**config.mk**
```make
export PLATFORM = sky130hd
export DESIGN_NAME = mem_port_arbiter_flat
export DESIGN_NICKNAME = d
export VERILOG_FILES = /design/src/rtl/cpu_mem_pkg.sv /design/src/rtl/mem_port_arbiter_if.sv /design/src/rtl/mem_port_arbiter_rr_pick2.sv /design/src/rtl/mem_port_arbiter.sv /design/src/flat_wrapper.sv
export SDC_FILE = /design/constraint.sdc
export NUM_CORES = 1
export LEC_CHECK = 0
export CORE_MARGIN = 2
export CORE_UTILIZATION = 40
export DETAILED_ROUTE_END_ITERATION = 6
export HOLD_SLACK_MARGIN = 0.12
export PLACE_DENSITY = 0.9
export REMOVE_ABC_BUFFERS = 1
export SLEW_MARGIN = 20
export SYNTH_ARGS = -nofsm -noshare
export SYNTH_HDL_FRONTEND = slang
export SYNTH_SLANG_ARGS = --single-unit
export TNS_END_PERCENT = 10
```
**constraint.sdc**
```tcl
create_clock -name clk -period 1.9 [get_ports clk]
set_clock_uncertainty 0.15 [all_clocks]
set_input_delay 0.19 -clock clk [delete_from_list [all_inputs] [get_ports clk]]
set_output_delay 0.19 -clock clk [all_outputs]
set_load 0.02 [all_outputs]
```
**src/rtl/cpu_mem_pkg.sv**
```systemverilog
// Shared definitions for the CPU memory subsystem: memory geometry defaults,
// requester port indices and the memory-arbiter state encoding.
package cpu_mem_pkg;

    localparam int DEF_AW = 8;
    localparam int DEF_DW = 32;

    localparam logic PORT_CPU = 1'b0;
    localparam logic PORT_DBG = 1'b1;

    typedef enum logic [1:0] {
        IDLE   = 2'd0,
        ACCESS = 2'd1,
        RESP   = 2'd2
    } arb_state_e;

endpackage

```
**src/rtl/mem_port_arbiter_if.sv**
```systemverilog
// Bundle of the two requester handshakes (CPU, debug) and the shared memory bus.
// The arbiter takes the slave view; requesters and the memory model take the master view.
interface mem_port_arbiter_if
    import cpu_mem_pkg::*;
#(
    parameter int AW = DEF_AW,
    parameter int DW = DEF_DW
) ();

    logic          cpu_req;
    logic          cpu_we;
    logic [AW-1:0] cpu_addr;
    logic [DW-1:0] cpu_wdata;
    logic          cpu_gnt;
    logic          cpu_done;
    logic [DW-1:0] cpu_rdata;

    logic          dbg_req;
    logic          dbg_we;
    logic [AW-1:0] dbg_addr;
    logic [DW-1:0] dbg_wdata;
    logic          dbg_gnt;
    logic          dbg_done;
    logic [DW-1:0] dbg_rdata;

    logic          mem_en;
    logic          mem_we;
    logic [AW-1:0] mem_addr;
    logic [DW-1:0] mem_wdata;
    logic [DW-1:0] mem_rdata;

    modport slave (
        input  cpu_req, cpu_we, cpu_addr, cpu_wdata,
        output cpu_gnt, cpu_done, cpu_rdata,
        input  dbg_req, dbg_we, dbg_addr, dbg_wdata,
        output dbg_gnt, dbg_done, dbg_rdata,
        output mem_en, mem_we, mem_addr, mem_wdata,
        input  mem_rdata
    );

    modport master (
        output cpu_req, cpu_we, cpu_addr, cpu_wdata,
        input  cpu_gnt, cpu_done, cpu_rdata,
        output dbg_req, dbg_we, dbg_addr, dbg_wdata,
        input  dbg_gnt, dbg_done, dbg_rdata,
        input  mem_en, mem_we, mem_addr, mem_wdata,
        output mem_rdata
    );

endinterface

```
**src/rtl/mem_port_arbiter_rr_pick2.sv**
```systemverilog
// Combinational two-way round-robin picker: a lone requester always wins,
// on contention the port that did not win last time gets the grant.
module rr_pick2 (
    input  logic [1:0] i_req,
    input  logic       i_last_owner,
    output logic [1:0] o_gnt,
    output logic       o_winner
);

    assign o_winner = (i_req == 2'b11) ? ~i_last_owner : i_req[1];
    assign o_gnt    = {o_winner, ~o_winner} & {2{|i_req}};

endmodule

```
**src/rtl/mem_port_arbiter.sv**
```systemverilog
// Serialises CPU and debug accesses onto the single unified memory, one
// transaction at a time, with a req/gnt/done handshake per port.
module mem_port_arbiter
    import cpu_mem_pkg::*;
#(
    parameter int AW = DEF_AW,
    parameter int DW = DEF_DW
) (
    input  logic               clk,
    input  logic               rst_n,
    mem_port_arbiter_if.slave  bus
);

    arb_state_e    r_state;
    logic          r_owner;
    logic          r_last_owner;
    logic          r_we;
    logic [AW-1:0] r_addr;
    logic [DW-1:0] r_wdata;
    logic          r_mem_en;
    logic          r_mem_we;
    logic          r_cpu_done;
    logic          r_dbg_done;
    logic [DW-1:0] r_cpu_rdata;
    logic [DW-1:0] r_dbg_rdata;

    logic [1:0]    w_req;
    logic [1:0]    w_pick;
    logic [1:0]    w_gnt;
    logic          w_winner;
    logic          w_idle;
    logic          w_sel_we;
    logic [AW-1:0] w_sel_addr;
    logic [DW-1:0] w_sel_wdata;

    assign w_req = {bus.dbg_req, bus.cpu_req};

    rr_pick2 u_pick (
        .i_req        (w_req),
        .i_last_owner (r_last_owner),
        .o_gnt        (w_pick),
        .o_winner     (w_winner)
    );

    // Grants only exist in IDLE; rst_n gating keeps gnt at 0 while reset is held.
    assign w_idle      = (r_state == IDLE) && rst_n;
    assign w_gnt       = w_idle ? w_pick : 2'b00;
    assign w_sel_we    = (w_winner == PORT_DBG) ? bus.dbg_we    : bus.cpu_we;
    assign w_sel_addr  = (w_winner == PORT_DBG) ? bus.dbg_addr  : bus.cpu_addr;
    assign w_sel_wdata = (w_winner == PORT_DBG) ? bus.dbg_wdata : bus.cpu_wdata;

    always_ff @(posedge clk or negedge rst_n) begin
        if (!rst_n) begin
            r_state      <= IDLE;
            r_owner      <= PORT_CPU;
            r_last_owner <= PORT_DBG;
            r_we         <= 1'b0;
            r_addr       <= '0;
            r_wdata      <= '0;
            r_mem_en     <= 1'b0;
            r_mem_we     <= 1'b0;
            r_cpu_done   <= 1'b0;
            r_dbg_done   <= 1'b0;
            r_cpu_rdata  <= '0;
            r_dbg_rdata  <= '0;
        end else begin
            r_cpu_done <= 1'b0;
            r_dbg_done <= 1'b0;
            case (r_state)
                IDLE: begin
                    if (|w_gnt) begin
                        r_owner      <= w_winner;
                        r_last_owner <= w_winner;
                        r_we         <= w_sel_we;
                        r_addr       <= w_sel_addr;
                        r_wdata      <= w_sel_wdata;
                        r_mem_en     <= 1'b1;
                        r_mem_we     <= w_sel_we;
                        // A write completes in the ACCESS cycle itself.
                        r_cpu_done   <= w_sel_we && (w_winner == PORT_CPU);
                        r_dbg_done   <= w_sel_we && (w_winner == PORT_DBG);
                        r_state      <= ACCESS;
                    end
                end
                ACCESS: begin
                    r_mem_en <= 1'b0;
                    r_mem_we <= 1'b0;
                    if (r_we) begin
                        r_state <= IDLE;
                    end else begin
                        r_cpu_done <= (r_owner == PORT_CPU);
                        r_dbg_done <= (r_owner == PORT_DBG);
                        r_state    <= RESP;
                    end
                end
                RESP: begin
                    if (r_owner == PORT_CPU) begin
                        r_cpu_rdata <= bus.mem_rdata;
                    end else begin
                        r_dbg_rdata <= bus.mem_rdata;
                    end
                    r_state <= IDLE;
                end
                default: r_state <= IDLE;
            endcase
        end
    end

    assign bus.cpu_gnt   = w_gnt[PORT_CPU];
    assign bus.dbg_gnt   = w_gnt[PORT_DBG];
    assign bus.cpu_done  = r_cpu_done;
    assign bus.dbg_done  = r_dbg_done;
    assign bus.mem_en    = r_mem_en;
    assign bus.mem_we    = r_mem_we;
    assign bus.mem_addr  = r_addr;
    assign bus.mem_wdata = r_wdata;

    // The memory's output register is forwarded during RESP so data lines up with done.
    assign bus.cpu_rdata = (r_state == RESP && r_owner == PORT_CPU) ? bus.mem_rdata : r_cpu_rdata;
    assign bus.dbg_rdata = (r_state == RESP && r_owner == PORT_DBG) ? bus.mem_rdata : r_dbg_rdata;

endmodule
```
**src/flat_wrapper.sv**
```systemverilog
// flat-port wrapper written by rule: the top's interface ports become plain ports
module mem_port_arbiter_flat import cpu_mem_pkg::*;
#(
    parameter int AW = DEF_AW,
    parameter int DW = DEF_DW
)
  (clk, rst_n, bus_cpu_req, bus_cpu_we, bus_cpu_addr, bus_cpu_wdata, bus_cpu_gnt, bus_cpu_done, bus_cpu_rdata, bus_dbg_req, bus_dbg_we, bus_dbg_addr, bus_dbg_wdata, bus_dbg_gnt, bus_dbg_done, bus_dbg_rdata, bus_mem_en, bus_mem_we, bus_mem_addr, bus_mem_wdata, bus_mem_rdata);
  mem_port_arbiter_if #(.AW(AW), .DW(DW)) bus_i ();
  input  logic clk;
  input  logic rst_n;
  input wire logic [$bits(bus_i.cpu_req)-1:0] bus_cpu_req;
  input wire logic [$bits(bus_i.cpu_we)-1:0] bus_cpu_we;
  input wire logic [$bits(bus_i.cpu_addr)-1:0] bus_cpu_addr;
  input wire logic [$bits(bus_i.cpu_wdata)-1:0] bus_cpu_wdata;
  output wire logic [$bits(bus_i.cpu_gnt)-1:0] bus_cpu_gnt;
  output wire logic [$bits(bus_i.cpu_done)-1:0] bus_cpu_done;
  output wire logic [$bits(bus_i.cpu_rdata)-1:0] bus_cpu_rdata;
  input wire logic [$bits(bus_i.dbg_req)-1:0] bus_dbg_req;
  input wire logic [$bits(bus_i.dbg_we)-1:0] bus_dbg_we;
  input wire logic [$bits(bus_i.dbg_addr)-1:0] bus_dbg_addr;
  input wire logic [$bits(bus_i.dbg_wdata)-1:0] bus_dbg_wdata;
  output wire logic [$bits(bus_i.dbg_gnt)-1:0] bus_dbg_gnt;
  output wire logic [$bits(bus_i.dbg_done)-1:0] bus_dbg_done;
  output wire logic [$bits(bus_i.dbg_rdata)-1:0] bus_dbg_rdata;
  output wire logic [$bits(bus_i.mem_en)-1:0] bus_mem_en;
  output wire logic [$bits(bus_i.mem_we)-1:0] bus_mem_we;
  output wire logic [$bits(bus_i.mem_addr)-1:0] bus_mem_addr;
  output wire logic [$bits(bus_i.mem_wdata)-1:0] bus_mem_wdata;
  input wire logic [$bits(bus_i.mem_rdata)-1:0] bus_mem_rdata;
  assign bus_i.cpu_req = bus_cpu_req;
  assign bus_i.cpu_we = bus_cpu_we;
  assign bus_i.cpu_addr = bus_cpu_addr;
  assign bus_i.cpu_wdata = bus_cpu_wdata;
  assign bus_cpu_gnt = bus_i.cpu_gnt;
  assign bus_cpu_done = bus_i.cpu_done;
  assign bus_cpu_rdata = bus_i.cpu_rdata;
  assign bus_i.dbg_req = bus_dbg_req;
  assign bus_i.dbg_we = bus_dbg_we;
  assign bus_i.dbg_addr = bus_dbg_addr;
  assign bus_i.dbg_wdata = bus_dbg_wdata;
  assign bus_dbg_gnt = bus_i.dbg_gnt;
  assign bus_dbg_done = bus_i.dbg_done;
  assign bus_dbg_rdata = bus_i.dbg_rdata;
  assign bus_mem_en = bus_i.mem_en;
  assign bus_mem_we = bus_i.mem_we;
  assign bus_mem_addr = bus_i.mem_addr;
  assign bus_mem_wdata = bus_i.mem_wdata;
  assign bus_i.mem_rdata = bus_mem_rdata;
  mem_port_arbiter #(.AW(AW), .DW(DW)) u_core (.clk(clk), .rst_n(rst_n), .bus(bus_i));
endmodule
```
==> Word level (Yosys, flattened, before mapping) <==
Cells that the tools add are included.
{ "word_totals": {"reg_bits": 113, "inputBits": 118, "elab_cells": 53} }
{ "classes": {"n_eq_ne": 4, "n_mux": 20, "bitwise_logic": 4, "reduce_logical": 13} }
{ "ops": {"columns": ["op", "n"], "rows": [
  ["$mux 32", 3],
  ["$mux 1", 8],
  ["$mux 8", 1],
  ["$pmux 1 s2", 4],
  ["$reduce_and 2->1", 4],
  ["$mux 2", 3],
  ["$logic_and 1x1->1", 5],
  ["$eq 2x2->1 const B", 2],
  ["$pmux 2 s2", 1],
  ["$reduce_or 2->1", 2],
  ["$not 1->1", 3],
  ["$and 2x2->2", 1],
  ["$eq 2x1->1 const B", 1],
  ["$logic_not 2->1", 1],
  ["$ne 2x2->1 const B", 1],
  ["$reduce_bool 2->1", 1]
]} }

==> Longest topological paths before layout <==
Gate-level depths: netlist (run 1).
{ "depth": {"ltp_word": 8, "mapped_depth": 7} }

==> By module <==
From an unflattened synthesis (run 1), not the netlist that was laid out.
{ "unflattened": {"cells_unflattened": 320, "area_unflattened_um2": 4747.1} }
{ "modules_own_cells": {"columns": ["mod", "instances", "cells_each", "area_each_um2"], "rows": [
  ["mem_port_arbiter", 1, 316, 4720.8],
  ["rr_pick2", 1, 4, 26.3]
]} }

==> Worst setup path after synthesis (run 1) <==
Ideal clock, no wire load.
{ "synth_path": {"kind": "register to output", "start": "reg u_core.r_state[0]", "end": "out bus_cpu_rdata[10]", "arrival_ps": 1437, "required_time_ps": 1560, "setup_slack_ps": 123, "path_stages_with_launch": 5, "cell_sequence": "dfrtp_1 -> buf_2 -> nor3b_2 -> buf_2 -> mux2_2"} }
{ "synth_between": {"elab_chain_cells": 3} }
{ "synth_lines": {"columns": ["element", "line", "rtl"], "rows": [
  ["from (decl)", "mem_port_arbiter.sv:14", "arb_state_e r_state;"],
  ["from (signal assigned)", "mem_port_arbiter.sv:54", "r_state <= IDLE;"],
  ["from (signal assigned)", "mem_port_arbiter.sv:82", "r_state <= ACCESS;"],
  ["from (signal assigned)", "mem_port_arbiter.sv:89", "r_state <= IDLE;"],
  ["$eq 2x2->1", "mem_port_arbiter.sv:119", "assign bus.cpu_rdata = (r_state == RESP && r_owner == PORT_CPU) ? bus.mem_rdata : r_cpu_rdata;"],
  ["$logic_and 1x1->1", "mem_port_arbiter.sv:119", null],
  ["$mux 32", "mem_port_arbiter.sv:119", null],
  ["to (decl)", "flat_wrapper.sv:17", "output wire logic [$bits(bus_i.cpu_rdata)-1:0] bus_cpu_rdata;"]
]} }
No other way between the ends.

==> Final worst setup path (run 1) <==
{ "layout_path": {"start": "reg u_core.r_state[0]", "end": "out bus_cpu_rdata[27]"} }
The elaborated chain is that of the path after synthesis.

==> flow_summary.toml, run 1 <==
[min_path]
hold_depth = 3
hold_start = "bus_dbg_wdata[17]"
hold_path_end = "u_core.bus.mem_wdata[17]"
hp-class = "primary input to register"

[routing]
post_drt_wl_per_cell_um = 19.04
drt_iter0_markers = 203
routed_wl_um = 14530
detailroute.via_count = 3954
first_pass_iters = 4
ant_nets = 0
drc = 0
via_per_inst = 5.182

[global_route]
grt_pass1_vias = 4174
grt_pass1_wl_um = 21700
antenna_found_initial = 0
grt_overflow = 0
grt_max_degree = 75
grt_usage = 0.2436

[clocking]
cts_root_buf = "clkbuf_8"
max-clock-path-buffers = 2
clk_pin_slew_worst_paths_ns = 0.06
cts_num_sinks = 113
cts_buffers = 17
clock_latency_ns = 0.52
htree_levels = 4
cts_tree = "yes"

[flow_run]
maxCapViolCount = 0

[synth]
synth_compound_area_frac = 0.1196
syn-cell-area_mm2 = 0.004479
synth_mux_area_frac = 0.1609
syn_avg_cell_area_um2 = 12.76
yosys.area_share.simple = 0.05642
synth-xor-area-share = 0
synthTopCellsByCount = "112 x dfrtp_1, 64 x mux2_2, 44 x nor2_1"
netlist_instances = 351
synth_top_cells_by_area = "dfrtp_1 63%, mux2_2 16%, o22ai_1 5.6%"
yosysTopAreaCellShare = 0.6257
synth_top_family_by_area = "multiplexers"
async_reset_ff_frac = 1.000
synthDistinctLibCells = 26
synth_most_common_cell = "dfrtp_1"
synth-edff-count = 0
ys_seq_area_frac = 0.6316
synthAdderAreaFrac = 0
synth_flop_cell = "dfrtp_1"
yosys_warnings = 0
yosysTopAreaCell = "dfrtp_1"
ys_ff_latch = 113

[setup_path]
crit_slowest_cell = "dfrtp_1"
critPathLaunchType = "register"
critical_path_class = "register to output port"
arrival_ns = 1.94
slowest_delay_ns = 0.41
rr_startpoint = "u_core.r_state[0]"
reg2reg_depth = 6
regToRegEndpoint = "u_core.r_last_owner"
end_kind = "output port"
path_common_cell = "buf_6"
path_max_fanout = 8
r2r_setup_slack_ns = 0.11
cp_cell_sequence = "nor3b_4 > buf_6 > buf_12 > mux2_4 > buf_6"
crit_required_ns = 1.56

[timing]
period_share = 1.198
period_minus_slack_ns = 2.277
slew-limit-headroom = 0.3764
hold_viol_final = 0
max_freq_mhz = 439.3
setup_slack_ns = -0.3766
drv_slew = 0
rsz0062_at_grt = "yes"
worst_slew_pin_slew_ns = 0.9354
holdWs_ns = 0.1435
setup_viol = 66

[placed_design]
place_congestion = 0.8431
portBuffers = 227
dp_hpwl_um = 9358
placed_cells = 713
post-place-ws_ns = -0.2720

[finish]
num_antenna_cells = 0
fin_nets = 728
area_delta_synth_final_pct = 76.87
final_cells = 763
drive_gt1_frac = 0.3226

[die]
top_level_ports = 228
fp.dieH_um = 109.8
die_x_um = 109.8
core_area_mm2 = 0.01089
num_rows = 38
die_area_mm2 = 0.01206
start_util = 0.4114

[run_status]
status = "finished, violations left"
violations = "negative setup slack"

[power_and_ir_drop]
peakVddDrop_uv = 1186
p_leak_nw = 3.512
power.total_mw = 12.52
power_density_mw_per_mm2 = 1580
-- critical path: cells and delay by family (launching register included) --
family        cells  cell delay, ns
flops             1            0.41
mux               1            0.33
simple gates      1            0.20
buf+inv           3            0.47
-- per-stage QoR --
stage | instance area [um^2] | util | setup TNS [ns]
after floorplan | 4342 | - | -100.85
after global placement | 6993 | 0.6423 | -10.98
after detailed placement | 6993 | 0.6423 | -13.03
after CTS | 7866 | 0.7225 | -25.74
after global routing | 7923 | 0.7276 | -26.73
final | 7923 | 0.7276 | -21.84
-- power by group --
part	internal, mW	switching, mW	total (mW)
Sequential	3.38	0.408	3.78
Clock	2.05	1.07	3.12
Combinational	2.86	2.75	5.61
-- worst max path at each step --
| stage | startpoint | to | depth (start not counted) |
|---|---|---|---|
| after floorplan | u_core.r_state[0] | u_core.bus.mem_we | 4 |
| after global placement | u_core.r_state[0] | bus_cpu_rdata[1] | 4 |
| after detailed placement | u_core.r_state[0] | bus_cpu_rdata[27] | 4 |
| after CTS | u_core.r_owner | bus_cpu_rdata[27] | 6 |
| after global routing | u_core.r_state[0] | bus_cpu_rdata[27] | 5 |
| final | u_core.r_state[0] | bus_cpu_rdata[27] | 5 |
-- cells in the final DEF (no fill, tap or decap), types with 2 or more instances in the layout --
cell type	synthesis	routed
dlygate4sd3_1	0	5
nor3b_4	1	2
mux2_4	0	32
dfrtp_1	112	112
bufinv_16	0	3
nor2b_1	2	2
clkbuf_1	12	2
nand2_1	5	5
buf_4	1	46
buf_12	0	7
clkinv_2	0	6
clkbuf_16	0	16
a21oi_1	40	40
nand2b_1	2	2
buf_2	8	5
nor2_1	44	43
mux2_2	64	32
o21ai_0	2	2
clkbuf_8	0	3
dlymetal6s2s_1	0	11
a21o_1	2	2
clkdlybuf4s50_1	0	149
o22ai_1	40	40
buf_6	4	41
-- registers in the layout, summed over array words and instances (netlist names) --
name,count
u_core.r_last_owner,1
u_core.bus.mem_we,1
u_core.bus.mem_en,1
u_core.r_cpu_rdata,32
u_core.bus.mem_addr,8
u_core.bus.dbg_done,1
u_core.r_we,1
u_core.bus.mem_wdata,32
u_core.r_dbg_rdata,32
u_core.bus.cpu_done,1
u_core.r_state,2
u_core.r_owner,1
-- cells by family (layout without fill, tap and decap cells) --
logic type | count (synthesis) | after routing
AND/OR/NAND/NOR | 57 | 57
buffers and inverters | 26 | 298
multiplexers | 64 | 64
AO/OA/AOI/OAI | 91 | 91
flip-flops | 113 | 113
-- area by class of cell --
| type | instances | area [um^2] |
|---|---|---|
| Clock buffer | 21 | 449.2 |
| Multi-Input combinational cell | 212 | 1650 |
| Clock inverter | 11 | 136.4 |
| Inverter | 1 | 3.754 |
| Timing Repair Buffer | 265 | 2679 |
| Sequential cell | 113 | 2829 |
| Fill cell | 655 | 2965 |
| Tap cell | 140 | 175.2 |
-- layer usage --
| metal | global-route usage | share of wire |
|---|---|---|
| met1 | 0.2640 | 0.37 |
| met2 | 0.4343 | 0.53 |
| met4 | 0.09132 | 0.017 |
| met5 | 0 | 0 |
| met3 | 0.08654 | 0.089 |
-- repair_timing --
action / 4_1_cts / 5_1_grt
resized for setup: 383 / 39
pin swaps: 4 / 1
cloned: 4 / 0
hold endpoints to repair: 121 / 0
buffers inserted: 11 / 2
setup endpoints to repair: 66 / 92
hold buffers: 5 / 0
(Power assumes the default switching activity.)
==> inputs of run 2 (changes only) <==
ABC_CLOCK_PERIOD_IN_PS = 1900   (was not set)
CTS_CLUSTER_SIZE = 16   (was not set)
SETUP_SLACK_MARGIN = 0.5   (was not set)
==> run 2 against run 1 <==
  * The run still ends with negative setup slack left
  * Global-route usage down 0.22 points
  * Clock power about the same
  * Cell area up 5.4%
  * Register-to-register slack worse by 0.03 ns
  * Sequential power grew 2%
  * Non-clock buffer count rose by 18
  * Wire length rose by 7.7%
  * Die area unchanged
  * Total power up 5.9%
  * Critical path depth up 2
  * Critical endpoint is now bus_cpu_rdata[26]
==> flow_summary.toml, run 2 (synthesized netlist as in run 1, its figures left out) <==
[run_status]
status = "finished, violations left"
violations = "negative setup slack"

[setup_path]
reg2reg_depth = 7
path_common_cell = "buf_6"
critical_path_class = "register to output port"
slowest_delay_ns = 0.41
rr_startpoint = "u_core.r_state[1]"
cp_cell_sequence = "nor3b_4 > buf_6 > buf_6 > buf_12 > buf_16 > mux2_4 > buf_6"
path_max_fanout = 8
crit_required_ns = 1.56
r2r_setup_slack_ns = 0.08
worst-path-buf-inv = 5
critPathLaunchType = "register"
crit_slowest_cell = "dfrtp_1"
cp_top_family = "buffers and inverters"
arrival_ns = 2.09
end_kind = "output port"
regToRegEndpoint = "u_core.r_cpu_rdata[26]"

[placed_design]
place_congestion = 0.8431
portBuffers = 227
placed_cells = 713
dp_hpwl_um = 9358

[timing]
period_minus_slack_ns = 2.428
slew-limit-headroom = 0.3786
holdWs_ns = 0.1411
drv_slew = 0
max_freq_mhz = 411.9
setup_slack_ns = -0.5277
worst_slew_pin_slew_ns = 0.9321
hold_viol_final = 0
period_share = 1.278
rsz0062_at_grt = "yes"
setup_viol = 66
fin_setup_tns_ns = -28.35

[global_route]
grt_usage = 0.2415
grt_pass1_wl_um = 21580
grt_pass1_vias = 4179
antenna_found_initial = 0
grt_overflow = 0
grt_max_degree = 75

[finish]
fin_util = 0.7667
layout.cells.most_common = "clkdlybuf4s50_1"
drive_gt1_frac = 0.4103
area_delta_synth_final_pct = 86.37
layout_common_cells = "116 x clkdlybuf4s50_1, 112 x dfrtp_1, 101 x buf_6, 64 x mux2_4, 43 x nor2_1"
fin_nets = 746
final_cells = 781
num_antenna_cells = 0

[clocking]
cts_buffers = 17
cts_num_sinks = 113
cts_root_buf = "clkbuf_8"
clock_latency_ns = 0.52
cts_tree = "yes"
htree_levels = 4
max-clock-path-buffers = 2
clk_pin_slew_worst_paths_ns = 0.05

[die]
num_rows = 38
die_x_um = 109.8
start_util = 0.4114
top_level_ports = 228
core_area_mm2 = 0.01089
fp.dieH_um = 109.8
die_area_mm2 = 0.01206

[routing]
detailroute.via_count = 4060
drt_iter0_markers = 200
routed_wl_um = 15650
first_pass_iters = 4
ant_nets = 0
post_drt_wl_per_cell_um = 20.04
drc = 0
via_per_inst = 5.198

[power_and_ir_drop]
power_density_mw_per_mm2 = 1588
power.total_mw = 13.25
p_leak_nw = 3.837
peakVddDrop_uv = 1186

[min_path]
hold_path_end = "u_core.bus.mem_wdata[23]"
hold_start = "bus_dbg_wdata[23]"
hp-class = "primary input to register"
hold_depth = 3

[flow_run]
maxCapViolCount = 0
==> run 2: cell types whose count changed in the layout (fill, tap and decap cells not counted), moves of 5 or more <==
cell	change
dlymetal6s2s_1	-11
buf_6	+60
buf_4	-5
mux2_2	-32
clkdlybuf4s50_1	-33
mux2_4	+32
==> run 2: worst max-delay path by stage <==
stage | cells past startpoint | startpoint | slack [ns] | to
after floorplan | 4 | u_core.r_state[0] | -0.86 | u_core.bus.mem_we
after global routing | 7 | u_core.r_state[1] | -0.59 | bus_cpu_rdata[26]
after global placement | 4 | u_core.r_state[0] | -0.22 | bus_cpu_rdata[1]
after detailed placement | 4 | u_core.r_state[0] | -0.27 | bus_cpu_rdata[27]
final | 7 | u_core.r_state[1] | -0.53 | bus_cpu_rdata[26]
after CTS | 7 | u_core.r_owner | -0.55 | bus_cpu_rdata[16]
==> run 2: routing by layer <==
layer / global-route usage / share of wire / vias to the layer above / wire, um
met3: 0.08773 / 0.080 / 26 / 1259
met4: 0.09313 / 0.023 / 0 / 356
met5: 0 / 0 / - / 0
met2: 0.4290 / 0.53 / 204 / 8343
li1: - / - / 1818 / -
met1: 0.2605 / 0.36 / 2012 / 5691
==> run 2: worst reg2reg max path, delay by kind of cell, from the launching register on <==
family                 cells  cell delay, ns
buffers and inverters      5            0.63
DFF                        1            0.41
muxes                      1            0.32
and+or+nand+nor            1            0.21
==> run 2: final cells by class <==
class / instances / area (um^2)
Clock buffer: 21 / 449.2
Timing Repair Buffer: 283 / 2984
Inverter: 1 / 3.754
Tap cell: 140 / 175.2
Sequential cell: 113 / 2829
Fill cell: 617 / 2540
Multi-Input combinational cell: 212 / 1770
Clock inverter: 11 / 136.4
==> run 2: repair_timing <==
item                                    4_1_cts  5_1_grt
hold buffers                                  5        0
endpoints found under the hold margin       121        0
endpoints found under the setup margin      222      296
pin swaps                                     4        1
gates cloned                                  3        2
gates resized for setup                     615      106
setup buffers                                17        9
==> run 2: stage by stage <==
step           setup WS [ns]  area (um^2)
2_1_floorplan        -0.8615         4342
3_3_place_gp         -0.2219         6993
3_5_place_dp         -0.2720         6993
4_1_cts              -0.5509         7881
5_1_grt              -0.5884         8348
6_report             -0.5277         8348
==> run 2: where the power goes <==
group          switching, mW  total (mW)  internal, mW
clock network           1.09        3.14          2.05
logic                   2.90        6.25          3.35
registers              0.485        3.86          3.38
==> patch: new RTL, flow settings as in run 1 <==
Re-encode `arb_state_e` (3 states) as one-hot, 3 bits wide.
--- a/src/rtl/cpu_mem_pkg.sv
+++ b/src/rtl/cpu_mem_pkg.sv
@@ -8,10 +8,10 @@
     localparam logic PORT_CPU = 1'b0;
     localparam logic PORT_DBG = 1'b1;
 
-    typedef enum logic [1:0] {
-        IDLE   = 2'd0,
-        ACCESS = 2'd1,
-        RESP   = 2'd2
+    typedef enum logic [2:0] {
+        IDLE   = 3'b001,
+        ACCESS = 3'b010,
+        RESP   = 3'b100
     } arb_state_e;
 
 endpackage
Formal check against the unedited RTL: no difference found for any inputs over 10 cycles, from zero or initial values and one cycle with rst_n low; not proved beyond that.
==> patch against run 1 <==
The flow still finishes with violations (setup timing); final area grew 7.8%; synthesized area grew 10%; largest cell class unchanged; largest power group unchanged; wire length is essentially flat; highest routed layer unchanged; count of clock-buffer cells in the layout shrank 3; worst setup slack lost 0.076 ns; critical path depth shrank 1; total power shrank 9.4%; sequential cell count grew 1; clock power grew 14%.
==> patch: results (changes against run 1) <==
| Metric | Value |
|---|---|
| Power attributed to sequential cells | `3.52 mW (-6.9%)` |
| Share of power burned in combinational logic | `37.5% (-7.3 points)` |
| Met2 Wirelength | `7.77 mm (+1.8%)` |
| M1 WL | `5.71 mm (+6.5%)` |
| Post-CTS resize count | `309 (-19%)` |
| Failing checks | `setup timing` |
| Non-clock buffer total of the final layout | `255 (-3.8%)` |
| Vias in the first global route | `4,019 (-3.7%)` |
| Clock-cell share of area | `7.80% (+0.41 points)` |
| Switch Pwr | `3.35 mW (-21%)` |
| Global routing met2 resource utilization | `37.9% (-5.5 points)` |
| Setup slack, reg-to-reg | `0.06 ns (-0.05 ns)` |
| Post-detailed-placement cell area | `7440 um2 (+6.4%)` |
| Measured slew at the worst slew-check pin | `0.760 ns (-0.175 ns)` |
| Average wire per standard cell | `20.3 um (+6.4%)` |
| Multi-input logic portion of the cell area | `25.5% (+4.7 points)` |
| Avg Inst Size Synth | `16.5 um2 (+29%)` |
| Number of tap cells added at floorplan | `147 (+5.0%)` |
| Clock latency reported for the late side of the worst-skew pair | `0.41 ns (-0.11 ns)` |
| Final setup violation count | `66 (unchanged)` |
| Run status | `finished with violations` |
| Multiplexer share of the synthesized area | `36.2% (+20 points)` |
| Aggregate negative setup slack | `-25.07 ns (-3.23 ns)` |
| Hold depth | `2 (-1)` |
| Top fanout value on the critical path | `16 (+8)` |
| Endpoint of the worst hold path | `u_core.r_dbg_rdata[5]` |
| Fraction of layout instances using a drive strength above 1 | `47.5% (+15 points)` |
| RePlAce Congestion | `0.790 (-6.3%)` |
| Number of inverters outside the clock class in the layout | `3 (+2)` |
| Leak | `3.91 nW (+11%)` |
| Largest stage delay on the critical path | `0.43 ns (+0.02 ns)` |
| Worst setup slack after layout | `-0.452 ns (-0.0758 ns)` |
| Global-route track usage on met3 | `7.01% (-1.6 points)` |
| Count of nets after finishing | `675 (-7.3%)` |
| Quantity of hold-fixing buffers added after cts | `1 (-4)` |
| Worst-case vdd ir drop | `877 uV (-26%)` |
| Startpoint of the lowest-slack register-to-register path | `u_core.r_state[0]` |
| Distinct cell type count after synthesis | `27 (+3.8%)` |
| Total GRT Usage | `21.2% (-3.1 points)` |
| Share of the synthesized area in compound gates (AO/OA/AOI/OAI) | `1.55% (-10 points)` |
| Number of buffers added for setup after CTS | `2 (-9)` |
| Pin count of the biggest net entering global routing | `62 (-17%)` |
| Final-layout worst hold slack | `0.289 ns (+0.145 ns)` |
| Met1 usage in global routing | `23.1% (-3.3 points)` |
| Number of fill cells in the layout | `788 (+20%)` |
| Count of placed standard cells including taps | `673 (-5.6%)` |
| Via-per-instance ratio | `4.91 (-5.2%)` |
| Root Driver | `sky130_fd_sc_hd__clkbuf_16` |
| Worst Setup Slack post-DPL | `-0.382 ns (-0.110 ns)` |
| Sequential share of cell area | `33.4% (-2.3 points)` |
| Top cells by count, synth | `sky130_fd_sc_hd__dfrtp_1 (112), sky130_fd_sc_hd__mux2_2 (100), sky130_fd_sc_hd__mux2_4 (35)` |
| Count of sequential standard cells | `114 (+0.88%)` |
## patch: cell count changes after synthesis, moves of 3 or more
cell / change
sky130_fd_sc_hd__o22ai_1: -40
sky130_fd_sc_hd__nor2_1: -42
sky130_fd_sc_hd__mux2_2: +36
sky130_fd_sc_hd__buf_8: +3
sky130_fd_sc_hd__clkbuf_1: -11
sky130_fd_sc_hd__mux2i_1: +3
sky130_fd_sc_hd__mux2_1: +9
sky130_fd_sc_hd__nand2_1: -3
sky130_fd_sc_hd__mux2_4: +35
sky130_fd_sc_hd__a21oi_1: -38
## patch: worst max-delay path: cells and delay by family, from the launching register on
| kind | cells | cell delay (ns) |
|---|---|---|
| buf+inv | 2 | 0.39 |
| flops | 1 | 0.41 |
| mux | 1 | 0.36 |
| simple gates | 1 | 0.43 |
## patch: cell families after synthesis
kind of cell	Yosys count
mux	147
simple gates	9
flops	114
compound gates	10
buf+inv	19
